`config.mk`:
```
export PLATFORM = sky130hd
export DESIGN_NAME = uart_lite_core
export DESIGN_NICKNAME = d
export VERILOG_FILES = /design/src/rtl/uart_lite_core.sv
export SDC_FILE = /design/constraint.sdc
export NUM_CORES = 1
export LEC_CHECK = 0
export BUFFER_PORTS_ARGS = -buffer_cell sky130_fd_sc_hd__buf_4
export CAP_MARGIN = 25
export CORE_ASPECT_RATIO = 0.7
export CORE_UTILIZATION = 55
export DETAILED_ROUTE_END_ITERATION = 10
export HOLD_SLACK_MARGIN = 0.08
export PLACE_DENSITY = 0.76
export SETUP_SLACK_MARGIN = 0.3
export SYNTH_ARGS = -nofsm -noshare
export SYNTH_HDL_FRONTEND = slang
export SYNTH_SLANG_ARGS = --single-unit
```
`constraint.sdc`:
```
create_clock -name clk_i -period 4.96 [get_ports clk_i]
set_input_delay 0.248 -clock clk_i [delete_from_list [all_inputs] [get_ports clk_i]]
set_output_delay 0.248 -clock clk_i [all_outputs]
set_load 0.1 [all_outputs]
```
`src/rtl/uart_lite_core.sv`:
```
// UART 8N1 core behind the Wishbone UART adapter: data register at 00, status at 01.
// Define UART_RX_FIFO_EN to replace the single-byte receive register with an RX_FIFO_DEPTH FIFO.
module uart_lite_core #(
    parameter int CLKS_PER_BIT  = 434,
    parameter int RX_FIFO_DEPTH = 4
) (
    input  logic        clk_i,
    input  logic        rst_n_i,
    input  logic [1:0]  uart_addr_i,
    input  logic [31:0] uart_wdata_i,
    output logic [31:0] uart_rdata_o,
    input  logic        uart_we_i,
    input  logic        uart_sel_i,
    output logic        uart_tx_o,
    input  logic        uart_rx_i
);
    localparam logic [15:0] BIT_LAST  = 16'(CLKS_PER_BIT - 1);
    localparam logic [15:0] HALF_LAST = 16'(CLKS_PER_BIT / 2 - 1);

    typedef enum logic [1:0] {S_IDLE, S_START, S_DATA, S_STOP} state_e;

    logic        sel_q;
    logic        acc, wr_data, rd_data, rd_stat;
    logic [31:0] rdata_q, rmux;
    logic        unused_wdata;

    assign acc     = uart_sel_i & ~sel_q;
    assign wr_data = acc &  uart_we_i & (uart_addr_i == 2'b00);
    assign rd_data = acc & ~uart_we_i & (uart_addr_i == 2'b00);
    assign rd_stat = acc & ~uart_we_i & (uart_addr_i == 2'b01);
    assign unused_wdata = ^uart_wdata_i[31:8];

    // ---------------- transmitter ----------------
    state_e      tx_state_q, tx_state_d;
    logic [15:0] tx_baud_q, tx_baud_d;
    logic [2:0]  tx_bit_q, tx_bit_d;
    logic [7:0]  tx_shift_q, tx_shift_d, tx_hold_q, tx_hold_d;
    logic        tx_full_q, tx_full_d;

    always_comb begin
        tx_state_d = tx_state_q;
        tx_baud_d  = tx_baud_q + 16'd1;
        tx_bit_d   = tx_bit_q;
        tx_shift_d = tx_shift_q;
        tx_hold_d  = tx_hold_q;
        tx_full_d  = tx_full_q;
        if (wr_data && !tx_full_q) begin
            tx_hold_d = uart_wdata_i[7:0];
            tx_full_d = 1'b1;
        end
        case (tx_state_q)
            S_IDLE: begin
                tx_baud_d = '0;
                if (tx_full_q) begin
                    tx_shift_d = tx_hold_q;
                    tx_full_d  = 1'b0;
                    tx_state_d = S_START;
                end
            end
            S_START: begin
                if (tx_baud_q == BIT_LAST) begin
                    tx_baud_d  = '0;
                    tx_bit_d   = '0;
                    tx_state_d = S_DATA;
                end
            end
            S_DATA: begin
                if (tx_baud_q == BIT_LAST) begin
                    tx_baud_d  = '0;
                    tx_shift_d = {1'b0, tx_shift_q[7:1]};
                    tx_bit_d   = tx_bit_q + 3'd1;
                    if (tx_bit_q == 3'd7) tx_state_d = S_STOP;
                end
            end
            S_STOP: begin
                if (tx_baud_q == BIT_LAST) begin
                    tx_baud_d = '0;
                    // Chain straight into the next start bit so queued frames have no idle gap.
                    if (tx_full_q) begin
                        tx_shift_d = tx_hold_q;
                        tx_full_d  = 1'b0;
                        tx_state_d = S_START;
                    end else begin
                        tx_state_d = S_IDLE;
                    end
                end
            end
            default: tx_state_d = S_IDLE;
        endcase
    end

    always_comb begin
        uart_tx_o = 1'b1;
        case (tx_state_q)
            S_START: uart_tx_o = 1'b0;
            S_DATA:  uart_tx_o = tx_shift_q[0];
            default: uart_tx_o = 1'b1;
        endcase
    end

    // ---------------- receiver ----------------
    logic        rx_s1_q, rx_s2_q, rx_prev_q;
    state_e      rx_state_q, rx_state_d;
    logic [15:0] rx_baud_q, rx_baud_d;
    logic [2:0]  rx_bit_q, rx_bit_d;
    logic [7:0]  rx_shift_q, rx_shift_d;
    logic        push, frame_set;

    always_comb begin
        rx_state_d = rx_state_q;
        rx_baud_d  = rx_baud_q + 16'd1;
        rx_bit_d   = rx_bit_q;
        rx_shift_d = rx_shift_q;
        push       = 1'b0;
        frame_set  = 1'b0;
        case (rx_state_q)
            S_IDLE: begin
                rx_baud_d = '0;
                if (rx_prev_q && !rx_s2_q) rx_state_d = S_START;
            end
            S_START: begin
                if (rx_baud_q == HALF_LAST) begin
                    rx_baud_d  = '0;
                    rx_bit_d   = '0;
                    rx_state_d = rx_s2_q ? S_IDLE : S_DATA;
                end
            end
            S_DATA: begin
                if (rx_baud_q == BIT_LAST) begin
                    rx_baud_d  = '0;
                    rx_shift_d = {rx_s2_q, rx_shift_q[7:1]};
                    rx_bit_d   = rx_bit_q + 3'd1;
                    if (rx_bit_q == 3'd7) rx_state_d = S_STOP;
                end
            end
            S_STOP: begin
                if (rx_baud_q == BIT_LAST) begin
                    rx_baud_d  = '0;
                    rx_state_d = S_IDLE;
                    push       = rx_s2_q;
                    frame_set  = ~rx_s2_q;
                end
            end
            default: rx_state_d = S_IDLE;
        endcase
    end

    // ---------------- receive buffer ----------------
    logic       rx_valid, buf_full, pop, push_ok;
    logic [7:0] rx_data;
    logic       overrun_q, overrun_d, frame_err_q, frame_err_d;

    assign pop     = rd_data & rx_valid;
    assign push_ok = push & (~buf_full | pop);

`ifdef UART_RX_FIFO_EN
    localparam int AW = $clog2(RX_FIFO_DEPTH);
    logic [7:0]  fifo_mem [RX_FIFO_DEPTH];
    logic [AW:0] wptr_q, rptr_q;

    assign rx_valid = (wptr_q != rptr_q);
    assign buf_full = (wptr_q[AW] != rptr_q[AW]) && (wptr_q[AW-1:0] == rptr_q[AW-1:0]);
    assign rx_data  = rx_valid ? fifo_mem[rptr_q[AW-1:0]] : 8'h00;

    always_ff @(posedge clk_i) begin
        if (!rst_n_i) begin
            wptr_q <= '0;
            rptr_q <= '0;
        end else begin
            if (push_ok) wptr_q <= wptr_q + 1'b1;
            if (pop)     rptr_q <= rptr_q + 1'b1;
        end
    end

    always_ff @(posedge clk_i) begin
        if (push_ok) fifo_mem[wptr_q[AW-1:0]] <= rx_shift_q;
    end
`else
    localparam int unused_fifo_depth = RX_FIFO_DEPTH;
    logic [7:0] rx_byte_q;
    logic       rx_full_q;

    assign rx_valid = rx_full_q;
    assign buf_full = rx_full_q;
    assign rx_data  = rx_full_q ? rx_byte_q : 8'h00;

    always_ff @(posedge clk_i) begin
        if (!rst_n_i) begin
            rx_full_q <= 1'b0;
        end else if (push_ok) begin
            rx_full_q <= 1'b1;
        end else if (pop) begin
            rx_full_q <= 1'b0;
        end
    end

    always_ff @(posedge clk_i) begin
        if (push_ok) rx_byte_q <= rx_shift_q;
    end
`endif

    // A status read clears the sticky flags, but an error arriving on that same edge survives.
    always_comb begin
        overrun_d   = rd_stat ? 1'b0 : overrun_q;
        frame_err_d = rd_stat ? 1'b0 : frame_err_q;
        if (push && buf_full && !pop) overrun_d = 1'b1;
        if (frame_set) frame_err_d = 1'b1;
    end

    always_comb begin
        rmux = '0;
        case (uart_addr_i)
            2'b00:   rmux = {24'h0, rx_data};
            2'b01:   rmux = {28'h0, frame_err_q, overrun_q, tx_full_q, rx_valid};
            default: rmux = '0;
        endcase
    end

    always_ff @(posedge clk_i) begin
        if (!rst_n_i) begin
            sel_q       <= 1'b0;
            rdata_q     <= '0;
            tx_state_q  <= S_IDLE;
            tx_baud_q   <= '0;
            tx_bit_q    <= '0;
            tx_full_q   <= 1'b0;
            rx_s1_q     <= 1'b1;
            rx_s2_q     <= 1'b1;
            rx_prev_q   <= 1'b1;
            rx_state_q  <= S_IDLE;
            rx_baud_q   <= '0;
            rx_bit_q    <= '0;
            overrun_q   <= 1'b0;
            frame_err_q <= 1'b0;
        end else begin
            sel_q       <= uart_sel_i;
            if (acc) rdata_q <= rmux;
            tx_state_q  <= tx_state_d;
            tx_baud_q   <= tx_baud_d;
            tx_bit_q    <= tx_bit_d;
            tx_full_q   <= tx_full_d;
            rx_s1_q     <= uart_rx_i;
            rx_s2_q     <= rx_s1_q;
            rx_prev_q   <= rx_s2_q;
            rx_state_q  <= rx_state_d;
            rx_baud_q   <= rx_baud_d;
            rx_bit_q    <= rx_bit_d;
            overrun_q   <= overrun_d;
            frame_err_q <= frame_err_d;
        end
    end

    always_ff @(posedge clk_i) begin
        tx_shift_q <= tx_shift_d;
        tx_hold_q  <= tx_hold_d;
        rx_shift_q <= rx_shift_d;
    end

    assign uart_rdata_o = rdata_q;
endmodule

```
## Yosys cells after proc, flatten, opt, wreduce, memory -nomap -nowiden

Index checks and enable logic that the tools add are counted.

- Bits in registers: 114
- Bits in latches: 0
- Bits in writable memories: 0
- Bits in read-only memories: 0
- Input port bits: 39
- Memories kept: 0

- Add/sub/neg operators: 4
- $mul: 0
- Div/mod/pow operators: 0
- Magnitude comparators: 0
- Equal/unequal tests: 22
- Shift-type cells: 0
- Mux-type cells: 45
- Bitwise logic cells: 13
- Reductions and logical operators: 24

Operators by type and width:

| operator | number |
|---|---|
| 16-bit two-way mux | 3 |
| 16-bit case mux with 3 select lines | 1 |
| 16-bit by 1-bit adder with 16-bit output (second input constant) | 2 |
| 16-bit by 9-bit equality test with 1-bit output (second input constant) | 2 |
| 8-bit two-way mux | 4 |
| 16-bit case mux with 2 select lines | 1 |
| 8-bit case mux with 3 select lines | 1 |
| 2-bit two-way mux | 11 |
| 2-bit != test (second input constant) | 10 |
| 16-bit by 8-bit equality test with 1-bit output (second input constant) | 1 |
| 2-bit case mux with 4 select lines | 2 |
| 8-bit case mux with 2 select lines | 1 |
| 1-bit two-way mux | 13 |
| 3-bit two-way mux | 4 |
| 3-bit case mux with 2 select lines | 2 |
| 5-bit AND reduction | 2 |
| 2-bit nonzero test | 5 |
| 3-bit AND reduction | 3 |
| 1-bit AND | 8 |
| 2-bit equality test (second input constant) | 4 |
| 3-bit by 1-bit adder with 3-bit output (second input constant) | 2 |
| 2-bit by 1-bit equality test with 1-bit output (second input constant) | 3 |
| 3-bit equality test (second input constant) | 2 |
| 2-bit logical NOT | 3 |
| other kinds (9) | 18 |

## Logic depth before layout (Yosys ltp)

- Depth in word-level cells: 9
- Gate-level depth with buffers: 9
- Gate-level depth less buffers: 7

## Worst setup path before layout

Ideal clock, no wire load.

- Path kind: register to register
- Start: reg rx_baud_q[0]
- End: reg rx_bit_q[1]
- Arrival time: 2.146 ns
- Required time: 4.834 ns
- Setup slack: 2.689 ns
- Stages on the path, launching flop included: 7
- Buffers on the path: 0
- Clock period less this slack: 2.271 ns
- Cells stage by stage: dfxtp_1 > ha_1 > or4bb_1 > nor4_4 > nor3b_2 > mux2i_1 > nor2_1

- Word-level cells in the longest chain between the ends: 3

RTL lines:

| item | RTL line | text |
|---|---|---|
| from (decl) | 104 | `logic [15:0] rx_baud_q, rx_baud_d;` |
| from (signal assigned) | 246 | `rx_baud_q <= rx_baud_d;` |
| 16-bit by 9-bit equality test with 1-bit output / 16-bit by 8-bit equality test with 1-bit output (equally long branches) | 129, 122 |  |
| 2-bit != test (no source line) | -- |  |
| 3-bit AND reduction (no source line) * | -- |  |
| to (signal assigned) | 247 | `rx_bit_q <= rx_bit_d;` |
| to (decl) | 105 | `logic [2:0] rx_bit_q, rx_bit_d;` |

Every way passes the cells marked *; elsewhere a longest branch is shown, timed or not.
A chain may end at the register's enable or synchronous reset.

## Worst setup path after layout

Same ends and word-level chain as after synthesis.

==> summary.txt <==
Status
  • Outcome: finished clean

Clock tree
  • Post-CTS Resized: 0
  • H-tree depth: 3
  • CTS tree: done
  • CTS Buffer Depth: 2
  • CTS Root Cell: clkbuf_8
  • TritonCTS buffer count: 9
  • Setup Fix Bufs, Post-CTS: 0
  • Worst-path clk slew: 90 ps
  • Clock sinks: 90
  • Later-pin clock latency in the skew report: around 360 ps
  • Post-CTS Hold Buffers: 9

Timing
  • Final Hold Violating Endpoints: 0
  • Worst slew margin: 0.364
  • Slew of the pin with the lowest slew margin: approximately 950 ps
  • Worst clock skew: between 8 and 9 ps
  • TNS Setup: 0 ps
  • Max-slew violations: 0
  • Crit path time final: 2620 ps
  • Fmax: about 380 MHz
  • Period utilization: 0.527
  • RSZ-0062 raised after global routing: false
  • Setup Viol. Count Final: 0

Yosys
  • Area leader, netlist: dfxtp_1
  • Synth area leaders: dfxtp_1 (29%), edfxtp_1 (24%), nor2_1 (4.8%)
  • Syn Area/Cell: approximately 10 um^2
  • Register area share after synthesis: 0.535
  • Synth unique cells: 43
  • Synth Cell Area: between 0.003 and 0.004 mm^2
  • Yosys top cell area share: 0.293
  • Syn. warnings: 0
  • Cells after Synth: between 300 and 400
  • Post-synthesis register bit count: 90

Global routing
  • Initial antenna violation count: 0
  • Overflow after GRT: 0
  • Gr usage total: 0.187
  • Vias in the first global route: roughly 2400
  • Largest net degree at the start of global routing: 33
  • First-pass GRT wire length: 11100 um

Floorplan
  • Die X: between 100 and 150 um
  • Core ar.: just under 0.007 mm^2
  • Die area: 0.00756 mm^2
  • Starting density of the core: 0.579
  • Ports: a little over 70
  • Num rows: 25
  • Die H: 73.1 um

Routing
  • Vias per cell: slightly above 5
  • Iteration-0 DRC Markers: roughly 110
  • Via count: about 2600
  • Routed wire length: 6560 um
  • DR WL/cell: 12.9 um
  • ANT nets after route: 0
  • Number of detailed-route iterations in the first pass: 4
  • DRC viols: 0

Power and ir drop
  • Maximum vdd drop: 259 uV
  • Pleak: between 1.5 and 2 nW
  • PD cells: between 300 and 400 mW/mm^2

Worst setup path
  • Startpoint types: flip-flop
  • Crit path DAT: around 2900 ps
  • Crit-path max FO: 12
  • Data required, critical path: between 5000 and 6000 ps
  • Crit path capture type: flip-flop
  • Critical path type: reg2reg

Final layout
  • Design Area, Final: 0.00444 mm^2
  • P&R area growth vs syn: 12.1%
  • Final nets: 461
  • Commonest non-fill, non-tap cells in the layout: dfxtp_1 (58), nor2_1 (51), edfxtp_1 (32)
  • Antenna Cells: 0
  • Layout cells sized above 1: 0.109
  • Fill count: roughly 530
  • Most common cell after layout, fill and taps aside: dfxtp_1

Place
  • Detailed placer's ending HPWL: roughly 4500 um
  • Post-DP Area: between 0.004 and 0.005 mm^2
  • Global placement routability congestion: around 0.8
  • Count of buffers from port buffering: 23

Hold path
  • Hold Path Class: in2reg

Run
  • MaxCap Viol Count: 0
==> stage by stage <==
| stage | utilization | worst slack (ps) | hold slack, ps | std cells | total power, mW |
|---|---|---|---|---|---|
| 2_1_floorplan | - | 2690 | 347 | 401 | 1.02 |
| 3_3_place_gp | 0.599 | 2410 | 391 | 482 | 1.04 |
| 3_5_place_dp | 0.599 | 2300 | 407 | 482 | 1.05 |
| 4_1_cts | 0.649 | 2290 | 127 | 507 | 1.66 |
| 5_1_grt | 0.649 | 2140 | 122 | 507 | 1.71 |
| 6_report | 0.649 | 2340 | 135 | 507 | 1.65 |
==> worst max-delay path, cell delays in order, from the launching register on <==
cell     delay (ps)
dfxtp_1         410
ha_1            180
or4bb_1         540
nor4_4          250
nor3b_2         790
mux2i_1         270
nor2_1           60
==> metal layers <==
layer / vias up / track usage / routed length, um
met5: - / 0 / 0
met4: 0 / 0.0692 / 78
met3: 10 / 0.0509 / 193
met2: 35 / 0.304 / 3080
met1: 1229 / 0.242 / 3210
li1: 1325 / - / -
==> layout make-up <==
cell class | instances | area, um^2 | share of cell area
flip-flops and latches | 90 | 2120 | 0.477
clock buffers | 9 | 124 | 0.0279
multi-input cells | 264 | 1650 | 0.372
well taps | 94 | 118 | 0.0265
inverters | 11 | 41.3 | 0.00929
clock inverters | 7 | 124 | 0.0279
repair buffers | 32 | 263 | 0.0591
==> registers in the layout, summed over array words and instances, names as in the netlist, 2 cells and up, named ones only <==
name	cells
tx_shift_q	8
rx_bit_q	3
rx_baud_q	16
tx_hold_q	8
tx_state_q	2
tx_baud_q	16
tx_bit_q	3
rx_shift_q	8
rx_byte_q	8
uart_rdata_o	8
==> report_power, final <==
group | leakage (nW) | switching, mW | internal, mW
Sequential | 0.760 | 0.0145 | 0.784
Combinational | 0.682 | 0.183 | 0.0554
Clock | 0.126 | 0.271 | 0.341
Total | 1.57 | 0.469 | 1.18
==> Yosys cell counts, drive strengths merged <==
| master | n |
|---|---|
| and2 | 4 |
| clkbuf | 10 |
| and4 | 2 |
| nand2b | 6 |
| conb | 1 |
| nor2b | 15 |
| edfxtp | 32 |
| or4 | 3 |
| a21boi | 1 |
| a21o | 1 |
| dfxtp | 58 |
| xor2 | 17 |
| nor4b | 2 |
| nor3b | 2 |
| o21ai | 10 |
| a211oi | 1 |
| a2bb2oi | 2 |
| o41ai | 1 |
| nor2 | 51 |
| and3 | 3 |
| a2111oi | 1 |
| mux2i | 4 |
| o21a | 1 |
| o31ai | 1 |
| o22ai | 1 |
| nand4 | 9 |
| inv | 11 |
| a22o | 9 |
| nor3 | 9 |
| xnor2 | 11 |
| ha | 14 |
| or4bb | 2 |
| nand2 | 18 |
| buf | 26 |
| a21oi | 6 |
| nand3 | 19 |
| nor4 | 3 |
| nand3b | 3 |
| a22oi | 8 |
==> worst paths after layout <==
path                                start                       end  slack, ps  cells past startpoint
setup / recovery  rx_baud_q[0]$_SDFF_PN0_  rx_bit_q[1]$_SDFFE_PN0P_       2340                      6
hold / removal                 uart_sel_i          sel_q$_SDFF_PN0_        130                      2
setup reg to reg  rx_baud_q[0]$_SDFF_PN0_  rx_bit_q[1]$_SDFFE_PN0P_       2340                      6
hold reg to reg        rx_s1_q$_SDFF_PN1_        rx_s2_q$_SDFF_PN1_        420                      1
==> logic make-up after synthesis <==
group,share of synthesized area
multiplexers,0.0101
flip-flops,0.535
other,0.000945
adder cells (fa/ha/maj),0.0442
AO/OA/AOI/OAI,0.0767
buffers and inverters,0.0700
XOR/XNOR,0.0618
AND/OR/NAND/NOR,0.201
Note: power is estimated with default switching activity, not from simulation.
